File: src/rtl/imager_pkg.sv
// Shared types and default widths for the imager pipeline blocks.
package imager_pkg;

  localparam int unsigned DATA_WIDTH     = 10;
  localparam int unsigned NUM_ROWS_WIDTH = 12;
  localparam int unsigned NUM_COLS_WIDTH = 12;

  typedef enum logic [1:0] {
    SYNC  = 2'd0,
    IDLE  = 2'd1,
    FRAME = 2'd2
  } state_t;

endpackage

File: src/rtl/imager_crop_window.sv
// Range compare for one crop axis: hit when start <= cnt < start+len.
// Bounds are formed one bit wider than start/len so start+len never wraps.
module imager_crop_window #(
  parameter int unsigned W = 12
) (
  input  logic [W-1:0] start,
  input  logic [W-1:0] len,
  input  logic [W:0]   cnt,
  output logic         hit_c
);

  logic [W:0] lo;
  logic [W:0] hi;

  assign lo    = (W+1)'(start);
  assign hi    = (W+1)'(start) + (W+1)'(len);
  assign hit_c = (cnt >= lo) && (cnt < hi);

endmodule

File: src/rtl/imager_crop.sv
// Region-of-interest crop and frame-geometry measurement for the imager stream.
// Optional IMAGER_CROP_CHECKSUM_EN adds a per-frame rotate/xor checksum of the cropped pixels.
module imager_crop #(
  parameter int unsigned DATA_WIDTH     = imager_pkg::DATA_WIDTH,
  parameter int unsigned NUM_ROWS_WIDTH = imager_pkg::NUM_ROWS_WIDTH,
  parameter int unsigned NUM_COLS_WIDTH = imager_pkg::NUM_COLS_WIDTH
) (
  input  logic                      clk,
  input  logic                      reset_n,
  input  logic                      crop_en,
  input  logic [NUM_ROWS_WIDTH-1:0] crop_row_start,
  input  logic [NUM_ROWS_WIDTH-1:0] crop_rows,
  input  logic [NUM_COLS_WIDTH-1:0] crop_col_start,
  input  logic [NUM_COLS_WIDTH-1:0] crop_cols,
  input  logic [DATA_WIDTH-1:0]     dat_i,
  input  logic                      fv_i,
  input  logic                      lv_i,
  output logic [DATA_WIDTH-1:0]     dat_o,
  output logic                      fv_o,
  output logic                      lv_o,
  output logic [NUM_ROWS_WIDTH:0]   meas_rows,
  output logic [NUM_COLS_WIDTH:0]   meas_cols,
  output logic                      meas_valid,
  output logic                      line_len_err
`ifdef IMAGER_CROP_CHECKSUM_EN
  ,
  output logic [31:0]               crop_checksum
`endif
);
  import imager_pkg::*;

  localparam int unsigned RW = NUM_ROWS_WIDTH + 1;
  localparam int unsigned CW = NUM_COLS_WIDTH + 1;

  state_t state, state_nxt;

  logic                      frame_start, frame_act, frame_end;
  logic                      lv_eff, lv_q, line_end, mismatch;
  logic [RW-1:0]             row_cnt, row_inc;
  logic [CW-1:0]             col_cnt, col_inc, first_len;
  logic                      len_err;
  logic                      sh_en;
  logic [NUM_ROWS_WIDTH-1:0] sh_row_start, sh_rows;
  logic [NUM_COLS_WIDTH-1:0] sh_col_start, sh_cols;
  logic                      cfg_en;
  logic [NUM_ROWS_WIDTH-1:0] cfg_row_start, cfg_rows;
  logic [NUM_COLS_WIDTH-1:0] cfg_col_start, cfg_cols;
  logic                      row_hit_c, col_hit_c, hit;
  logic                      fv_d, lv_d;
  logic [DATA_WIDTH-1:0]     dat_d;

  assign frame_start = (state == IDLE) && fv_i;
  assign frame_act   = frame_start || ((state == FRAME) && fv_i);
  assign frame_end   = (state == FRAME) && !fv_i;
  assign lv_eff      = lv_i && frame_act;
  // A line ends on lv falling or when fv drops under a still-high lv.
  assign line_end    = lv_q && !lv_eff;
  assign mismatch    = line_end && (row_cnt != '0) && (col_cnt != first_len);
  assign row_inc     = (row_cnt == '1) ? row_cnt : row_cnt + RW'(1);
  assign col_inc     = (col_cnt == '1) ? col_cnt : col_cnt + CW'(1);

  // Live config is used on the frame-start cycle, the shadow copy afterwards.
  assign cfg_en        = frame_start ? crop_en        : sh_en;
  assign cfg_row_start = frame_start ? crop_row_start : sh_row_start;
  assign cfg_rows      = frame_start ? crop_rows      : sh_rows;
  assign cfg_col_start = frame_start ? crop_col_start : sh_col_start;
  assign cfg_cols      = frame_start ? crop_cols      : sh_cols;

  imager_crop_window #(.W(NUM_ROWS_WIDTH)) u_row_win (
    .start (cfg_row_start),
    .len   (cfg_rows),
    .cnt   (row_cnt),
    .hit_c (row_hit_c)
  );

  imager_crop_window #(.W(NUM_COLS_WIDTH)) u_col_win (
    .start (cfg_col_start),
    .len   (cfg_cols),
    .cnt   (col_cnt),
    .hit_c (col_hit_c)
  );

  assign hit = cfg_en ? (row_hit_c && col_hit_c) : 1'b1;

  always_ff @(posedge clk or negedge reset_n) begin
    if (!reset_n) state <= SYNC;
    else          state <= state_nxt;
  end

  always_comb begin
    state_nxt = state;
    unique case (state)
      SYNC:    if (!fv_i) state_nxt = IDLE;
      IDLE:    if (fv_i)  state_nxt = FRAME;
      FRAME:   if (!fv_i) state_nxt = IDLE;
      default: state_nxt = SYNC;
    endcase
  end

  always_comb begin
    fv_d  = 1'b0;
    lv_d  = 1'b0;
    dat_d = '0;
    if (frame_act) begin
      fv_d = 1'b1;
      lv_d = lv_eff && hit;
      if (lv_d) dat_d = dat_i;
    end
  end

  always_ff @(posedge clk or negedge reset_n) begin
    if (!reset_n) begin
      fv_o         <= 1'b0;
      lv_o         <= 1'b0;
      dat_o        <= '0;
      lv_q         <= 1'b0;
      row_cnt      <= '0;
      col_cnt      <= '0;
      first_len    <= '0;
      len_err      <= 1'b0;
      sh_en        <= 1'b0;
      sh_row_start <= '0;
      sh_rows      <= '0;
      sh_col_start <= '0;
      sh_cols      <= '0;
      meas_rows    <= '0;
      meas_cols    <= '0;
      meas_valid   <= 1'b0;
      line_len_err <= 1'b0;
    end else begin
      fv_o    <= fv_d;
      lv_o    <= lv_d;
      dat_o   <= dat_d;
      lv_q    <= lv_eff;
      col_cnt <= lv_eff ? col_inc : '0;
      if (!frame_act)    row_cnt <= '0;
      else if (line_end) row_cnt <= row_inc;
      if (frame_start) begin
        sh_en        <= crop_en;
        sh_row_start <= crop_row_start;
        sh_rows      <= crop_rows;
        sh_col_start <= crop_col_start;
        sh_cols      <= crop_cols;
        first_len    <= '0;
        len_err      <= 1'b0;
      end else begin
        if (line_end && (row_cnt == '0)) first_len <= col_cnt;
        if (mismatch) len_err <= 1'b1;
      end
      meas_valid <= frame_end;
      // Measurement includes a line that ends on this very cycle.
      if (frame_end) begin
        meas_rows    <= line_end ? row_inc : row_cnt;
        meas_cols    <= (line_end && (row_cnt == '0)) ? col_cnt : first_len;
        line_len_err <= len_err || mismatch;
      end
    end
  end

`ifdef IMAGER_CROP_CHECKSUM_EN
  logic [31:0] cs, cs_nxt;

  assign cs_nxt = lv_o ? ({cs[30:0], cs[31]} ^ 32'(dat_o)) : cs;

  always_ff @(posedge clk or negedge reset_n) begin
    if (!reset_n) begin
      cs            <= '0;
      crop_checksum <= '0;
    end else begin
      cs <= frame_start ? '0 : cs_nxt;
      if (frame_end) crop_checksum <= cs_nxt;
    end
  end
`endif

endmodule

File: config.mk
export PLATFORM = sky130hd
export DESIGN_NAME = imager_crop
export DESIGN_NICKNAME = d
export VERILOG_FILES = /design/src/rtl/imager_pkg.sv /design/src/rtl/imager_crop_window.sv /design/src/rtl/imager_crop.sv
export SDC_FILE = /design/constraint.sdc
export NUM_CORES = 1
export LEC_CHECK = 0
export BUFFER_PORTS_ARGS = -buffer_cell sky130_fd_sc_hd__clkbuf_2
export CAP_MARGIN = 25
export CELL_PAD_IN_SITES_DETAIL_PLACEMENT = 0
export CELL_PAD_IN_SITES_GLOBAL_PLACEMENT = 1
export CORE_MARGIN = 2
export CORE_UTILIZATION = 50
export CTS_BUF_LIST = sky130_fd_sc_hd__clkbuf_4
export CTS_CLUSTER_SIZE = 12
export DETAILED_ROUTE_END_ITERATION = 16
export GPL_TIMING_DRIVEN = 0
export MAX_ROUTING_LAYER = met4
export PLACE_DENSITY_LB_ADDON = 0.25
export SYNTH_ARGS = -nofsm -noshare
export SYNTH_HDL_FRONTEND = slang
export SYNTH_SLANG_ARGS = --single-unit
File: constraint.sdc
create_clock -name clk -period 7.6 [get_ports clk]
set_input_delay 0.76 -clock clk [delete_from_list [all_inputs] [get_ports clk]]
set_output_delay 0.76 -clock clk [all_outputs]
set_load 0.02 [all_outputs]
==> impl_metrics.csv <==
group,metric,value,unit
floorplan,die_w,128,µm
timing,fin_skew,0.0190,ns
yosys,yosysMostFrequentCell,"dfrtp_1",
yosys,yosys-top-cells-count,"132 x dfrtp_1, 112 x nand2_1, 81 x nor2_1",
power_and_ir_drop,seqPwrFrac,38.0,%
placement,hpwlAfterDp,14600,µm
power_and_ir_drop,comb_power_share,41.6,%
routing,dr.pass1.iters,7,
routing,routed_via_density,5.45,
power_and_ir_drop,p_int,0.00141,W
yosys,synth_top_area_share,42.8,%
yosys,yosys.area_share.simple,18.6,%
timing,final.setup.tns,0,ns
routing,route.met3.wl,774,µm
worst_setup_path,startpoint_type,"register",
timing,rsz0062_at_grt,"no",
layout,final_util,58.1,%
clock_network,cts-buffers-inserted,17,
worst_setup_path,path_class,"register to register",
worst_setup_path,cp.arrival,6.16,ns
global_route,grt_max_degree,85,
routing,wl_per_cell,16.6,µm
timing,clock.fmax,0.176,GHz
worst_setup_path,critPathMaxFanout,10,
yosys,synth_edf_count,0,
floorplan,io_pins,103,
timing,relSlewSlack,49.2,%
clock_network,hold_buffers,0,
routing,wirelength,18700,µm
run_status,outcome,"finished, final reports clean",
yosys,avgSynthCellArea,9.63,µm²
yosys,yosys_warnings,0,
yosys,synth_mux_area_share,4.96,%
power_and_ir_drop,total_leakage_power,4.48,nW
clock_network,cts_sinks,132,
yosys,synth_top_family_by_area,"simple AND/OR/NAND/NOR gates",
routing,wl_met1,8830,µm
global_route,antenna_found_initial,1,
placement,gp_congestion,0.879,
global_route,grt_pass1_vias,6128,
layout,nFillCells,1383,
clock_network,clock_latency,0.56,ns
timing,finalSetupViolations,0,
routing,drt_iter0_drc,249,
power_and_ir_drop,switchingPower,0.000921,W
yosys,syn_nets,934,
floorplan,die_height,128,µm
clock_network,clk_pin_slew,0.12,ns
yosys,seq_area_frac_synth,42.8,%
routing,routed.top_layer,"met4",
worst_setup_path,cpPeakStageDelay,0.63,ns
worst_setup_path,critPathBufInv,5,
global_route,overflow,0,
clock_network,clockBufferDepth,2,
floorplan,fp-row-count,45,
worst_setup_path,worstReg2RegStart,"state[1]",
yosys,synth_area_leaders,"dfrtp_1 43%, ha_1 11%, nand2_1 5.4%",
clock_network,clock-root-buffer,"clkbuf_4",
floorplan,die_area,16500,µm²
yosys,synth-seq-cells,132,
worst_setup_path,cp_cell_sequence,"nand3b_1 > buf_6 > buf_6 > buf_2 > clkbuf_1 > nand2_1 > nand2_1 > ha_1 > a211oi_1 > o21bai_1 > o221a_2 > a21oi_1 > xor2_1 > ha_1 > and3_1 > o21ai_0 > o21ai_0 > o41ai_1 > a41oi_1 > clkbuf_1 > nor4b_2",
global_route,grt_usage,24.5,%
layout,nets,1056,
layout,area_growth,13.8,%
power_and_ir_drop,swShare,39.5,%
placement,io_buffer_count,102,
power_and_ir_drop,ir_worst_vdd,0.129,mV
timing,post-route-min-period,5.69,ns
flow_run,drv_cap,0,
worst_setup_path,cp.required,8.07,ns
yosys,synth_adder_area_share,11.7,%
hold_path,min_path_type,"input pin to async pin",
worst_setup_path,slowest_stage,"clkbuf_1",
routing,drc_errors,0,
timing,drv_slew,0,
yosys,yosys.area.top_type,"dfrtp_1",
floorplan,start_util,51.0,%
yosys,synth_flop_cell,"dfrtp_1",
clock_network,cts_max_level,4,
worst_setup_path,crit_family,"buffers and inverters",
routing,ant_nets,0,
yosys,synth_cell_types,64,
layout,final_layout_size_suffix_gt1_share,18.7,%
worst_setup_path,end_kind,"register",
routing,vias,6137,
floorplan,coreArea,15100,µm²
global_route,grt_pass1_wl,30500,µm
timing,post-route-period-util,74.9,%
yosys,synthArstFlopShare,100,%
power_and_ir_drop,p_clk_share,20.4,%
timing,final_hold_viol_count,0,
timing,max_slew.worst_pin.slew,0.762,ns
worst_setup_path,startpoint,"state[1]",
yosys,netlist_area,7720,µm²
routing,dr_wl_met2,8570,µm
clock_network,cts_setup_buffers,0,
power_and_ir_drop,power.density,265,nW/µm²
yosys,netlist_instances,802,
clock_network,cts.repair.resized,0,
clock_network,cts_tree,"built",
yosys,synth_compound_area_share,10.6,%
yosys,synth_xor_area_share,7.14,%
registers in the layout, summed over array words and instances, names as in the netlist, 2 cells and up:
signal / count
meas_rows: 13
sh_row_start: 12
col_cnt: 13
first_len: 13
meas_cols: 13
sh_rows: 12
state: 2
row_cnt: 13
dat_o: 10
sh_col_start: 12
sh_cols: 12
cell usage in the layout, fill, tap and decap left out, types with 9 or more instances in the layout:
master	instances
nand3_1	26
inv_1	44
o21ai_0	14
nand2_1	112
a21oi_1	59
xnor2_1	32
clkbuf_4	17
nor3_1	13
clkbuf_1	17
dfrtp_1	132
clkbuf_2	101
nor2_1	81
xor2_1	31
mux2i_1	32
a21o_1	11
ha_1	68
nand4_1	13
nor4b_2	9
power by group through the flow:
stage	Combinational (W)	Clock (W)	Sequential, W
5_1_grt	0.00110	0.000522	0.000901
4_1_cts	0.000976	0.000489	0.000886
3_3_place_gp	0.000935	0	0.000893
6_report	0.000970	0.000475	0.000886
3_5_place_dp	0.000973	0	0.000900
2_1_floorplan	0.000634	0	0.000962
cell families after synthesis:
kind of cell,after synthesis
and+or+nand+nor,297
xor gates and xnor gates,63
adders and majority gates,72
buffers and inverters,75
muxes,37
AOI/OAI and AO/OA,126
DFF,132
routing by layer:
metal / vias up / track usage (%)
li1: 3030 / -
met1: 2932 / 31.9
met2: 144 / 37.9
met3: 31 / 5.05
met4: 0 / 9.24
met5: - / -
layout make-up:
class | instances | area (µm²) | area share, %
Antenna cell | 1 | 2.50 | 0.0285
Buffer | 31 | 160 | 1.82
Clock buffer | 17 | 128 | 1.45
Clock inverter | 15 | 155 | 1.76
Inverter | 44 | 165 | 1.88
Multi-Input combinational cell | 595 | 4100 | 46.6
Sequential cell | 132 | 3300 | 37.6
Tap cell | 188 | 235 | 2.68
Timing Repair Buffer | 103 | 547 | 6.22
final timing paths:
path,to,slack [ns],depth (start not counted)
max reg2reg,dat_o[3],1.91,21
max in group asynchronous,col_cnt[7],6.71,2
min,sh_rows[9],0.13,1
min in group clk,sh_cols[3],0.41,3
min reg2reg,sh_cols[10],0.49,2
max,dat_o[3],1.91,21
through the flow:
step	instances	worst slack, ns	instance area [µm²]	hold slack, ns	total power (W)
finish	1126	1.91	8790	0.130	0.00233
global placement	1092	1.63	8470	0.462	0.00183
detailed placement	1093	1.55	8510	0.462	0.00187
floorplan	802	2.88	7720	0.444	0.00160
global route	1126	1.50	8790	0.118	0.00252
CTS	1125	1.95	8790	0.107	0.00235
Note: power is estimated with default switching activity, not from simulation.
